## src/rtl/arith_pipe_pkg.sv

```systemverilog
// Shared definitions for the arithmetic pipeline: op_mode encodings and width helper.
// Latency: none (declarations only).
// Backpressure: not applicable.
package arith_pipe_pkg;

  // Operation select, sampled alongside the operands.
  typedef enum logic [1:0] {
    OP_APB_CMD = 2'b00,  // (a+b)*(c-d)
    OP_AMB_CPD = 2'b01,  // (a-b)*(c+d)
    OP_APB_CPD = 2'b10,  // (a+b)*(c+d)
    OP_AMB_CMD = 2'b11   // (a-b)*(c-d)
  } op_mode_t;

  // Full-precision product width for W-bit operands: two (W+1)-bit terms multiplied.
  function automatic int full_width(input int w);
    return 2 * w + 2;
  endfunction

endpackage

```

## src/rtl/arith_pipe_reduce.sv

```systemverilog
// Reduces a full-precision signed product to OUT_W bits (clamp with ARITH_SAT_EN, else wrap).
// Latency: purely combinational.
// Backpressure: none; the caller registers the result.
module arith_pipe_reduce
  import arith_pipe_pkg::*;
#(
  parameter int IN_W  = full_width(8),
  parameter int OUT_W = full_width(8)
) (
  input  logic signed [IN_W-1:0]  p,
  output logic signed [OUT_W-1:0] y
`ifdef ARITH_SAT_EN
  ,
  output logic                    sat
`endif
);

  if (OUT_W < IN_W) begin : g_narrow
`ifdef ARITH_SAT_EN
    localparam logic signed [OUT_W-1:0] MAX_V = {1'b0, {(OUT_W-1){1'b1}}};
    localparam logic signed [OUT_W-1:0] MIN_V = {1'b1, {(OUT_W-1){1'b0}}};
    logic ovf;

    // The value fits only if every bit above the kept sign bit matches the sign.
    assign ovf = (p[IN_W-1:OUT_W-1] != {(IN_W-OUT_W+1){p[IN_W-1]}});

    // Clamp toward the limit on the side of the true sign.
    always_comb begin
      y   = p[OUT_W-1:0];
      sat = 1'b0;
      if (ovf) begin
        y   = p[IN_W-1] ? MIN_V : MAX_V;
        sat = 1'b1;
      end
    end
`else
    logic unused_hi;
    // Discarded high bits; wrap-around keeps only the low OUT_W bits.
    assign unused_hi = ^p[IN_W-1:OUT_W];
    assign y         = p[OUT_W-1:0];
`endif
  end else begin : g_full
    // Full width: nothing can overflow.
    assign y   = p;
`ifdef ARITH_SAT_EN
    assign sat = 1'b0;
`endif
  end

endmodule

```

## src/rtl/param_arith_pipe.sv

```systemverilog
// Three-stage signed (a+/-b)*(c+/-d) pipeline; optional clamping via macro ARITH_SAT_EN (adds y_sat).
// Latency: result valid 3 cycles after acceptance; one result per cycle when unstalled.
// Backpressure: all stages hold together while out_valid && !out_ready; in_ready drops then.
module param_arith_pipe
  import arith_pipe_pkg::*;
#(
  parameter int W     = 8,
  parameter int OUT_W = 2 * W + 2
) (
  input  logic                    clk,
  input  logic                    rst_n,
  input  logic                    in_valid,
  output logic                    in_ready,
  input  logic signed [W-1:0]     a,
  input  logic signed [W-1:0]     b,
  input  logic signed [W-1:0]     c,
  input  logic signed [W-1:0]     d,
  input  logic [1:0]              op_mode,
  output logic                    out_valid,
  input  logic                    out_ready,
  output logic signed [OUT_W-1:0] y
`ifdef ARITH_SAT_EN
  ,
  output logic                    y_sat
`endif
);

  localparam int FW = full_width(W);

  logic advance;

  // Whole pipe moves as one: free to move whenever the output slot is empty or being drained.
  assign advance  = !out_valid || out_ready;
  assign in_ready = !rst_n || advance;

  // ---------------- S1: operand capture ----------------
  logic                s1_vld;
  logic signed [W-1:0] s1_a, s1_b, s1_c, s1_d;
  op_mode_t            s1_mode;

  // Stage-1 valid bit; a bubble enters as an invalid stage.
  always_ff @(posedge clk) begin
    if (!rst_n)       s1_vld <= 1'b0;
    else if (advance) s1_vld <= in_valid;
  end

  // Stage-1 data; frozen while stalled so input changes are ignored.
  always_ff @(posedge clk) begin
    if (advance) begin
      s1_a    <= a;
      s1_b    <= b;
      s1_c    <= c;
      s1_d    <= d;
      s1_mode <= op_mode_t'(op_mode);
    end
  end

  // ---------------- S2: add/sub terms ----------------
  logic signed [W:0] ea, eb, ec, ed;
  logic signed [W:0] t1, t2;
  logic              s2_vld;
  logic signed [W:0] s2_t1, s2_t2;

  // One extra bit of headroom makes the sums and differences exact.
  assign ea = {s1_a[W-1], s1_a};
  assign eb = {s1_b[W-1], s1_b};
  assign ec = {s1_c[W-1], s1_c};
  assign ed = {s1_d[W-1], s1_d};

  // Pick the two factors for the selected operation.
  always_comb begin
    t1 = ea + eb;
    t2 = ec - ed;
    case (s1_mode)
      OP_APB_CMD: begin t1 = ea + eb; t2 = ec - ed; end
      OP_AMB_CPD: begin t1 = ea - eb; t2 = ec + ed; end
      OP_APB_CPD: begin t1 = ea + eb; t2 = ec + ed; end
      OP_AMB_CMD: begin t1 = ea - eb; t2 = ec - ed; end
      default:    begin t1 = ea + eb; t2 = ec - ed; end
    endcase
  end

  // Stage-2 valid bit.
  always_ff @(posedge clk) begin
    if (!rst_n)       s2_vld <= 1'b0;
    else if (advance) s2_vld <= s1_vld;
  end

  // Stage-2 factor registers.
  always_ff @(posedge clk) begin
    if (advance) begin
      s2_t1 <= t1;
      s2_t2 <= t2;
    end
  end

  // ---------------- S3: multiply, reduce, output ----------------
  logic signed [FW-1:0]    t1x, t2x, prod;
  logic signed [OUT_W-1:0] y_nxt;
`ifdef ARITH_SAT_EN
  logic                    sat_nxt;
`endif

  assign t1x  = FW'(s2_t1);
  assign t2x  = FW'(s2_t2);
  assign prod = t1x * t2x;

  arith_pipe_reduce #(
    .IN_W  (FW),
    .OUT_W (OUT_W)
  ) u_reduce (
    .p   (prod),
    .y   (y_nxt)
`ifdef ARITH_SAT_EN
    ,
    .sat (sat_nxt)
`endif
  );

  // Output register; holds steady while the consumer stalls.
  always_ff @(posedge clk) begin
    if (!rst_n) begin
      out_valid <= 1'b0;
      y         <= '0;
`ifdef ARITH_SAT_EN
      y_sat     <= 1'b0;
`endif
    end else if (advance) begin
      out_valid <= s2_vld;
      y         <= y_nxt;
`ifdef ARITH_SAT_EN
      y_sat     <= sat_nxt;
`endif
    end
  end

endmodule

```

## config.mk

```make
export PLATFORM = sky130hd
export DESIGN_NAME = param_arith_pipe
export DESIGN_NICKNAME = d
export VERILOG_FILES = /design/src/rtl/arith_pipe_pkg.sv /design/src/rtl/arith_pipe_reduce.sv /design/src/rtl/param_arith_pipe.sv
export SDC_FILE = /design/constraint.sdc
export NUM_CORES = 1
export LEC_CHECK = 0
export ABC_AREA = 1
export CORE_MARGIN = 2
export CORE_UTILIZATION = 60
export DETAILED_ROUTE_END_ITERATION = 8
export DONT_BUFFER_PORTS = 1
export PLACE_DENSITY = 0.76
export SYNTH_ARGS = -nofsm -noshare
export SYNTH_HDL_FRONTEND = slang
export SYNTH_SLANG_ARGS = --single-unit
```

## constraint.sdc

```tcl
create_clock -name clk -period 8.95 [get_ports clk]
set_clock_uncertainty 0.2 [all_clocks]
set_input_delay 0.4475 -clock clk [delete_from_list [all_inputs] [get_ports clk]]
set_output_delay 0.4475 -clock clk [all_outputs]
set_load 0.05 [all_outputs]
```

# Word-level counts from Yosys, hierarchy flattened

Cells that the tools add are included.

Flip-flop bits (word level): 73
Input bits: 38
Output and inout port bits: 20

Add/subtract/negate cells: 4
Multipliers: 1
Equal/unequal tests: 3
Mux-type cells: 2
Reductions and logical operators: 9

Operators by type and width:

| kind                                           | number |
|---|---|
| case mux 9 bit (2 select lines)                | 2 |
| adder 8 x 8 -> 9 bit                           | 2 |
| multiplier 9 x 9 -> 18 bit                     | 1 |
| subtractor 8 x 8 -> 9 bit                      | 2 |
| OR reduction 2 bit                             | 4 |
| == test 2 bit (second input constant)          | 2 |
| == test 2 x 1 -> 1 bit (second input constant) | 1 |
| zero test 1 bit                                | 2 |
| zero test 2 bit                                | 1 |
| logical OR 1 bit                               | 2 |

# Longest topological paths before layout

Gate-level depths: netlist of the first run.

Word-level depth: 3
Mapped depth: 23

# By module

A second synthesis of the first run with hierarchy kept.

Cells, all modules: 810
Area, all modules: 6841.6 sq um

By module, submodules not included:

| module            | times used | cells an instance | area an instance (sq um) | sequential area each (sq um) |
|---|---|---|---|---|
| param_arith_pipe  | 1          | 792               | 6706.4                   | 1981.9 |
| arith_pipe_reduce | 1          | 18                | 135.1                    | 0.0 |

# Worst setup path after synthesis of the first run

OpenSTA, ideal clock, no wires.

Kind: register -> register
From: reg s2_t2[8]
To: reg y[17]
Library setup time: 0.110 ns
Arrival time: 4.503 ns
Required time: 8.640 ns
Slack: 4.137 ns
Stages on the path, launching flop included: 20
Path buffers: 0
Path through: edfxtp_1 > clkinv_1 > or2_2 > fa_1 > fa_1 > inv_1 > fa_1 > fa_1 > fa_1 > ha_1 > nand2_2 > nand2_2 > a21oi_1 > nor2_1 > nor2_1 > inv_1 > nand2_1 > nand3_1 > nand2_1 > inv_1

Cells in the longest elaborated chain, start to end: 1

RTL lines:

| item                       | RTL line                | text |
|---|---|---|
| from (decl)                | param_arith_pipe.sv:62  | `logic signed [W:0] s2_t1, s2_t2;` |
| from (signal assigned)     | param_arith_pipe.sv:93  | `s2_t2 <= t2;` |
| multiplier 9 x 9 -> 18 bit | param_arith_pipe.sv:106 | `assign prod = t1x * t2x;` |
| to (signal assigned)       | param_arith_pipe.sv:130 | `y <= y_nxt;` |
| to (decl)                  | param_arith_pipe.sv:21  | `output logic signed [OUT_W-1:0] y` |

Every way passes these cells.
A chain may end at the register's enable or synchronous reset.

# Final worst setup path of the first run

Same ends and word-level chain as after synthesis.

==> run_results.csv, run 1 <==
group,metric,value,unit
status,outcome,"completed",
clocking,htree_levels,3,
sta,fin_setup_tns,0,ps
critical_path,max_stage_delay,600,ps
sta,hold_viol,0,
global_routing,grt_start_max_net_pins,61,
floorplanning,die_y,110,um
sta,rsz0062_at_grt,"no",
critical_path,crit_arrival,5220,ps
yosys,synth_area_per_cell,8.91,sq um
final_layout,fill_cells,839,
clocking,clkTransAtPathRegs,80,ps
yosys,synth_seq_area_share,0.296,
sta,timing.fmax,194,MHz
floorplanning,initial_core_util,0.617,
place,gp_congestion,0.892,
job,drv_cap,0,
global_routing,track_usage,0.255,
floorplanning,die_w,110,um
detailed_routing,wl_per_cell,15.0,um
floorplanning,design.die.area,12000,sq um
critical_path,worstPathRequired,9010,ps
sta,max-slew-margin-rel,0.515,
critical_path,cpMostUsedCell,"fa_1",
yosys,synth.distinct_cells,42,
detailed_routing,postRouteAntennaNets,0,
yosys,ys.flop_type,"edfxtp_1",
place,dpl.hpwl,10300,um
clocking,clk_path_buf_depth,2,
place,port_buffers,0,
detailed_routing,drt_iter0_markers,308,
global_routing,grt_pass1_wl,23300,um
yosys,ys_ff_latch,73,
critical_path,crit_chain,"clkinv_1, or2_2, fa_1, fa_1, inv_1, fa_1, fa_1, fa_1, ha_1, nand2_2, nand2_2, a21oi_1, nor2_1, nor2_1, inv_1, nand2_1, nand3_1, nand2_1, inv_1",
global_routing,grt_overflow,0,
sta,period_share,0.577,
detailed_routing,routed_wirelength,13800,um
sta,finalSetupViolCount,0,
critical_path,worst_setup_path_start_kind,"register",
yosys,synth-warning-count,0,
detailed_routing,viasPerCell,5.29,
sta,maxSlewViolCount,0,
sta,layout_setup_ws,3780,ps
critical_path,cp-end-kind,"register",
final_layout,fin_nets,947,
clocking,numCtsBuffers,9,
detailed_routing,vias,4886,
sta,period_needed,5170,ps
yosys,synth.most_common_cell,"inv_1",
final_layout,flow.area_growth_from_synthesis,9.65,%
global_routing,grt_pass1_vias,5119,
yosys,synth.top_cell.area_share,0.233,
yosys,netlist_area,6690,sq um
yosys,synthTopCellsByArea,"edfxtp_1 (23%), fa_1 (22%), ha_1 (11%)",
clocking,cts_tree,"done",
critical_path,worstPathMaxFanout,9,
floorplanning,placementRows,38,
detailed_routing,dr.pass1.iters,5,
clocking,cts_root_buf,"clkbuf_8",
yosys,synthCells,751,
hold_path,hold_class,"in -> reg",
yosys,yosys.area.top_type,"edfxtp_1",
sta,worstMarginPinSlew,728,ps
yosys,synth_fp_nets,919,
yosys,synth_common_cells,"inv_1 (178), nand2_1 (160), fa_1 (72)",
critical_path,slowest_stage,"fa_1",
yosys,synth_edf_count,52,
floorplanning,coreArea,10800,sq um
clocking,post_cts_resized,0,
clocking,cts.sinks,73,
final_layout,final_layout_size_suffix_gt1_frac,0.0663,
final_layout,num_antenna_cells,0,
detailed_routing,drc,0,
global_routing,antenna_found_initial,0,
clocking,clock_latency,350,ps
place,post-place-ws,3820,ps
critical_path,crit_type,"reg -> reg",
floorplanning,pin_count,58,
yosys,async_flop_share,0,
## critical path, delay by kind of cell (launching register included)
family	cells	cell delay [ps]
flops	1	390
simple gates	8	950
buf+inv	4	380
fa+ha+maj	6	2980
compound gates	1	160
## cell usage in the layout, fill, tap and decap left out, types with 2 or more instances in the layout
master and instances:
dlygate4sd3_1 35, o31ai_2 2, o311ai_1 2, nor2_1 29, nor2_4 2, xor2_1 25, a21oi_1 27, edfxtp_1 52
nor3_1 4, xnor2_1 3, o21ai_0 13, nand2_1 160, nand3_2 6, fa_1 72, nand3_1 21, inv_1 178
clkbuf_1 3, o21ai_1 3, o31ai_1 2, nor3_2 3, inv_2 9, nand2_2 7, ha_1 58, nor4_1 2
o21bai_1 4, o21ai_2 2, nor2_2 3, nand3b_1 2, a22o_1 6, nand4_1 3, clkbuf_8 10, dfxtp_1 21
## sequential cells by signal, summed over array words and instances, names as in the netlist
name       cells
y             18
s2_t1          9
s2_t2          9
s1_a           8
s1_b           8
s1_c           8
s1_d           8
s1_mode        2
out_valid      1
s1_vld         1
s2_vld         1
## final timing paths
kind                  startpoint                     end  slack [ps]  cells past startpoint
max reg2reg   s2_t2[8]$_DFFE_PP_      y[17]$_SDFFE_PN0P_        3780                     19
min reg2reg  s2_vld$_SDFFE_PN0P_  out_valid$_SDFFE_PN0P_         250                      2
max           s2_t2[8]$_DFFE_PP_      y[17]$_SDFFE_PN0P_        3780                     19
min                        rst_n  out_valid$_SDFFE_PN0P_          40                      2
## per-layer routing
metal,vias up,routed length [um],GRT usage,share of wire
met5,-,0,0,0
li1,2358,-,-,-
met4,0,272,0.0769,0.020
met2,159,7290,0.461,0.53
met1,2340,5460,0.312,0.39
met3,29,820,0.0421,0.059
## logic make-up (layout without fill, tap and decap cells)
family / Yosys count / count (layout) / share of synthesized area
AOI/OAI and AO/OA: 68 / 68 / 0.0653
xor gates and xnor gates: 28 / 28 / 0.0367
adders and majority gates: 130 / 130 / 0.324
buffers and inverters: 207 / 240 / 0.117
DFF: 73 / 73 / 0.296
and+or+nand+nor: 245 / 245 / 0.161
## per-stage QoR
| stage | utilization | instances | area, sq um | hold WS [ps] |
|---|---|---|---|---|
| after floorplan | - | 751 | 6690 | 234 |
| after CTS | 0.677 | 924 | 7340 | 22.6 |
| after detailed placement | 0.627 | 873 | 6790 | 248 |
| after global routing | 0.677 | 924 | 7340 | 34.9 |
| after global placement | 0.627 | 873 | 6790 | 245 |
| final | 0.677 | 924 | 7340 | 39.4 |
## layout make-up
cell class	count	area (sq um)	share of cell area
Tap cell	140	175	0.0239
Clock inverter	3	42.5	0.00580
Multi-Input combinational cell	471	3920	0.535
Inverter	188	706	0.0962
Sequential cell	73	1980	0.270
Clock buffer	13	149	0.0203
Timing Repair Buffer	36	358	0.0488
## repair_timing
item	in CTS	in global routing
endpoints found under the hold margin	35	0
buffers inserted	0	0
hold buffers	35	0
Power of run 1 is not shown: default switching activity piles up to over one toggle a cycle in this logic, so the estimate is an artifact.
==> run 2: changes to the inputs <==
Settings changed: ABC_AREA 1 to 0, CORE_UTILIZATION 60 to 59, PLACE_DENSITY 0.76 to 0.78.
Clock period 8.95 ns to 4.4 ns, I/O delays scaled along.
==> run_results.csv, run 2 <==
group,metric,value,unit
sta,period_share,1.13,
sta,maxSlewViolCount,0,
detailed_routing,drt_iter0_markers,353,
floorplanning,coreArea,10300,sq um
critical_path,worstPathRequired,4450,ps
final_layout,max_flop_register,"y",
yosys,synthTopCellsByArea,"edfxtp_1 (25%), fa_1 (23%), ha_1 (12%)",
sta,timing.fmax,200,MHz
clocking,clkTransAtPathRegs,90,ps
detailed_routing,wl_per_cell,18.5,um
floorplanning,placementRows,37,
detailed_routing,dr.pass1.iters,4,
sta,finalSetupViolCount,10,
critical_path,rr_worst_depth,15,
critical_path,crit_arrival,5040,ps
detailed_routing,drc,0,
sta,timing.hold.ws,77.9,ps
yosys,synth.most_common_cell,"inv_1",
hold_path,hold_depth,4,
critical_path,r2r_slack,-590,ps
yosys,synth_fp_nets,762,
sta,period_needed,4990,ps
final_layout,finish.utilization,0.779,
floorplanning,die_w,107,um
floorplanning,pin_count,58,
final_layout,final_layout_size_suffix_gt1_frac,0.242,
global_routing,track_usage,0.273,
critical_path,crit_type,"reg -> reg",
yosys,ys_ff_latch,73,
hold_path,holdPathEnd,"y[4]$_SDFFE_PN0P_",
job,drv_cap,0,
sta,rsz0062_at_grt,"yes",
yosys,synth-warning-count,0,
place,placed_area,6950,sq um
hold_path,hold_start,"out_ready",
yosys,ys.flop_type,"edfxtp_1",
detailed_routing,postRouteAntennaNets,0,
global_routing,grt_pass1_wl,23800,um
final_layout,top_regs,"y: 18 flops, s2_t1: 9 flops, s2_t2: 9 flops",
place,port_buffers,0,
global_routing,grt_overflow,0,
clocking,cts_root_buf,"clkbuf_8",
yosys,synth_common_cells,"inv_1 (85), fa_1 (72), nand2_1 (70)",
critical_path,r2r-start,"s2_t2[5]$_DFFE_PP_",
sta,worstMarginPinSlew,782,ps
detailed_routing,vias,4671,
floorplanning,design.die.area,11400,sq um
floorplanning,die_y,107,um
sta,hold_viol,0,
global_routing,antenna_found_initial,0,
final_layout,layout_commonest_cell,"inv_1",
yosys,synth_edf_count,52,
yosys,synth.top_cell.area_share,0.250,
clocking,numCtsBuffers,9,
yosys,synth.distinct_cells,45,
yosys,synth_area_per_cell,10.5,sq um
critical_path,worstPathMaxFanout,6,
clocking,clock_latency,360,ps
detailed_routing,viasPerCell,5.54,
yosys,synthCells,594,
critical_path,r2r_end,"y[16]$_SDFFE_PN0P_",
global_routing,grt_pass1_vias,5078,
sta,max-slew-margin-rel,0.478,
status,failed_checks,"negative setup slack",
clocking,clk_path_buf_depth,2,
hold_path,hold_class,"in -> reg",
sta,layout_setup_ws,-592,ps
final_layout,finalInstanceArea,8010,sq um
clocking,htree_levels,3,
yosys,netlist_area,6240,sq um
floorplanning,initial_core_util,0.607,
yosys,yosys.area.top_type,"edfxtp_1",
place,gp_congestion,0.946,
final_layout,fin_nets,870,
yosys,synth_seq_area_share,0.317,
detailed_routing,routed_wirelength,15600,um
final_layout,flow.area_growth_from_synthesis,28.3,%
critical_path,worst_setup_path_start_kind,"register",
final_layout,num_antenna_cells,0,
status,outcome,"finished, violations left",
critical_path,cp-end-kind,"register",
yosys,async_flop_share,0,
clocking,cts_tree,"done",
final_layout,final_cell_mix,"inv_1 (74), fa_1 (66), nand2_1 (60)",
clocking,cts.sinks,73,
global_routing,grt_start_max_net_pins,43,
place,dpl.hpwl,10300,um
final_layout,fill_cells,580,
final_layout,largest_register_ffs,18,
run 2: changes by cell type after synthesis, moves of 18 or more:
cell,change
nand3_1,-19
inv_1,-93
nand2_1,-90
and2_1,+34
xnor2_1,+32
xor2_1,-18
run 2: how the worst max path moves through the flow:
stage / to / from / slack [ps]
floorplan: y[16]$_SDFFE_PN0P_ / s2_t1[8]$_DFFE_PP_ / -330
global placement: y[16]$_SDFFE_PN0P_ / s2_t1[2]$_DFFE_PP_ / -440
detailed placement: y[16]$_SDFFE_PN0P_ / s2_t1[2]$_DFFE_PP_ / -510
CTS: y[16]$_SDFFE_PN0P_ / s2_t1[2]$_DFFE_PP_ / -450
global route: y[16]$_SDFFE_PN0P_ / s2_t2[5]$_DFFE_PP_ / -690
finish: y[16]$_SDFFE_PN0P_ / s2_t2[5]$_DFFE_PP_ / -590
run 2: final cells by class:
cell class	count	area [sq um]	area share
multi-input combinational	419	4290	0.536
sequential	73	1980	0.247
timing repair buffer	114	1020	0.127
inverter	85	322	0.0402
tap	136	170	0.0212
clock buffer	9	124	0.0155
clock inverter	7	100	0.0125
run 2: critical path, stage by stage (launching register included):
cell and delay (ps):
edfxtp_1 540, buf_6 150, nand2_4 40, fa_1 490, fa_1 520, inv_2 40
fa_1 500, fa_1 550, fa_1 470, ha_4 210, and4_1 210, a211oi_2 160
o21ai_2 100, and3_4 200, o221ai_4 160, mux2_4 330
run 2: metrics by stage:
stage / setup slack [ps] / setup TNS (ps) / instances
after global routing: -685 / -5030 / 843
after floorplan: -331 / -1000 / 594
final: -592 / -3800 / 843
after global placement: -441 / -2540 / 770
after CTS: -451 / -2670 / 827
after detailed placement: -505 / -3150 / 770
run 2: timing repair:
| item | in CTS | in global routing |
|---|---|---|
| endpoints found under the setup margin | 10 | 11 |
| endpoints found under the hold margin | 37 | 0 |
| setup buffers | 5 | 17 |
| hold buffers | 36 | 0 |
| pin swaps | 9 | 40 |
| resized for setup | 13 | 63 |
run 2: logic make-up after synthesis:
kind of cell             count (synthesis)  synth area share
XOR/XNOR                                42            0.0589
adder cells (fa/ha/maj)                130             0.347
flip-flops                              73             0.317
multiplexers                             4           0.00681
AO/OA/AOI/OAI                           76            0.0764
buffers and inverters                  102            0.0613
AND/OR/NAND/NOR                        167             0.132
run 2: layer usage:
| layer | vias to the layer above | part of all wire | track usage |
|---|---|---|---|
| met5 | - | 0 | 0 |
| met4 | 0 | 0.035 | 0.100 |
| met3 | 40 | 0.042 | 0.0444 |
| met2 | 141 | 0.56 | 0.514 |
| met1 | 2340 | 0.36 | 0.309 |
| li1 | 2150 | - | - |
Power of run 2 is left out for the same reason.
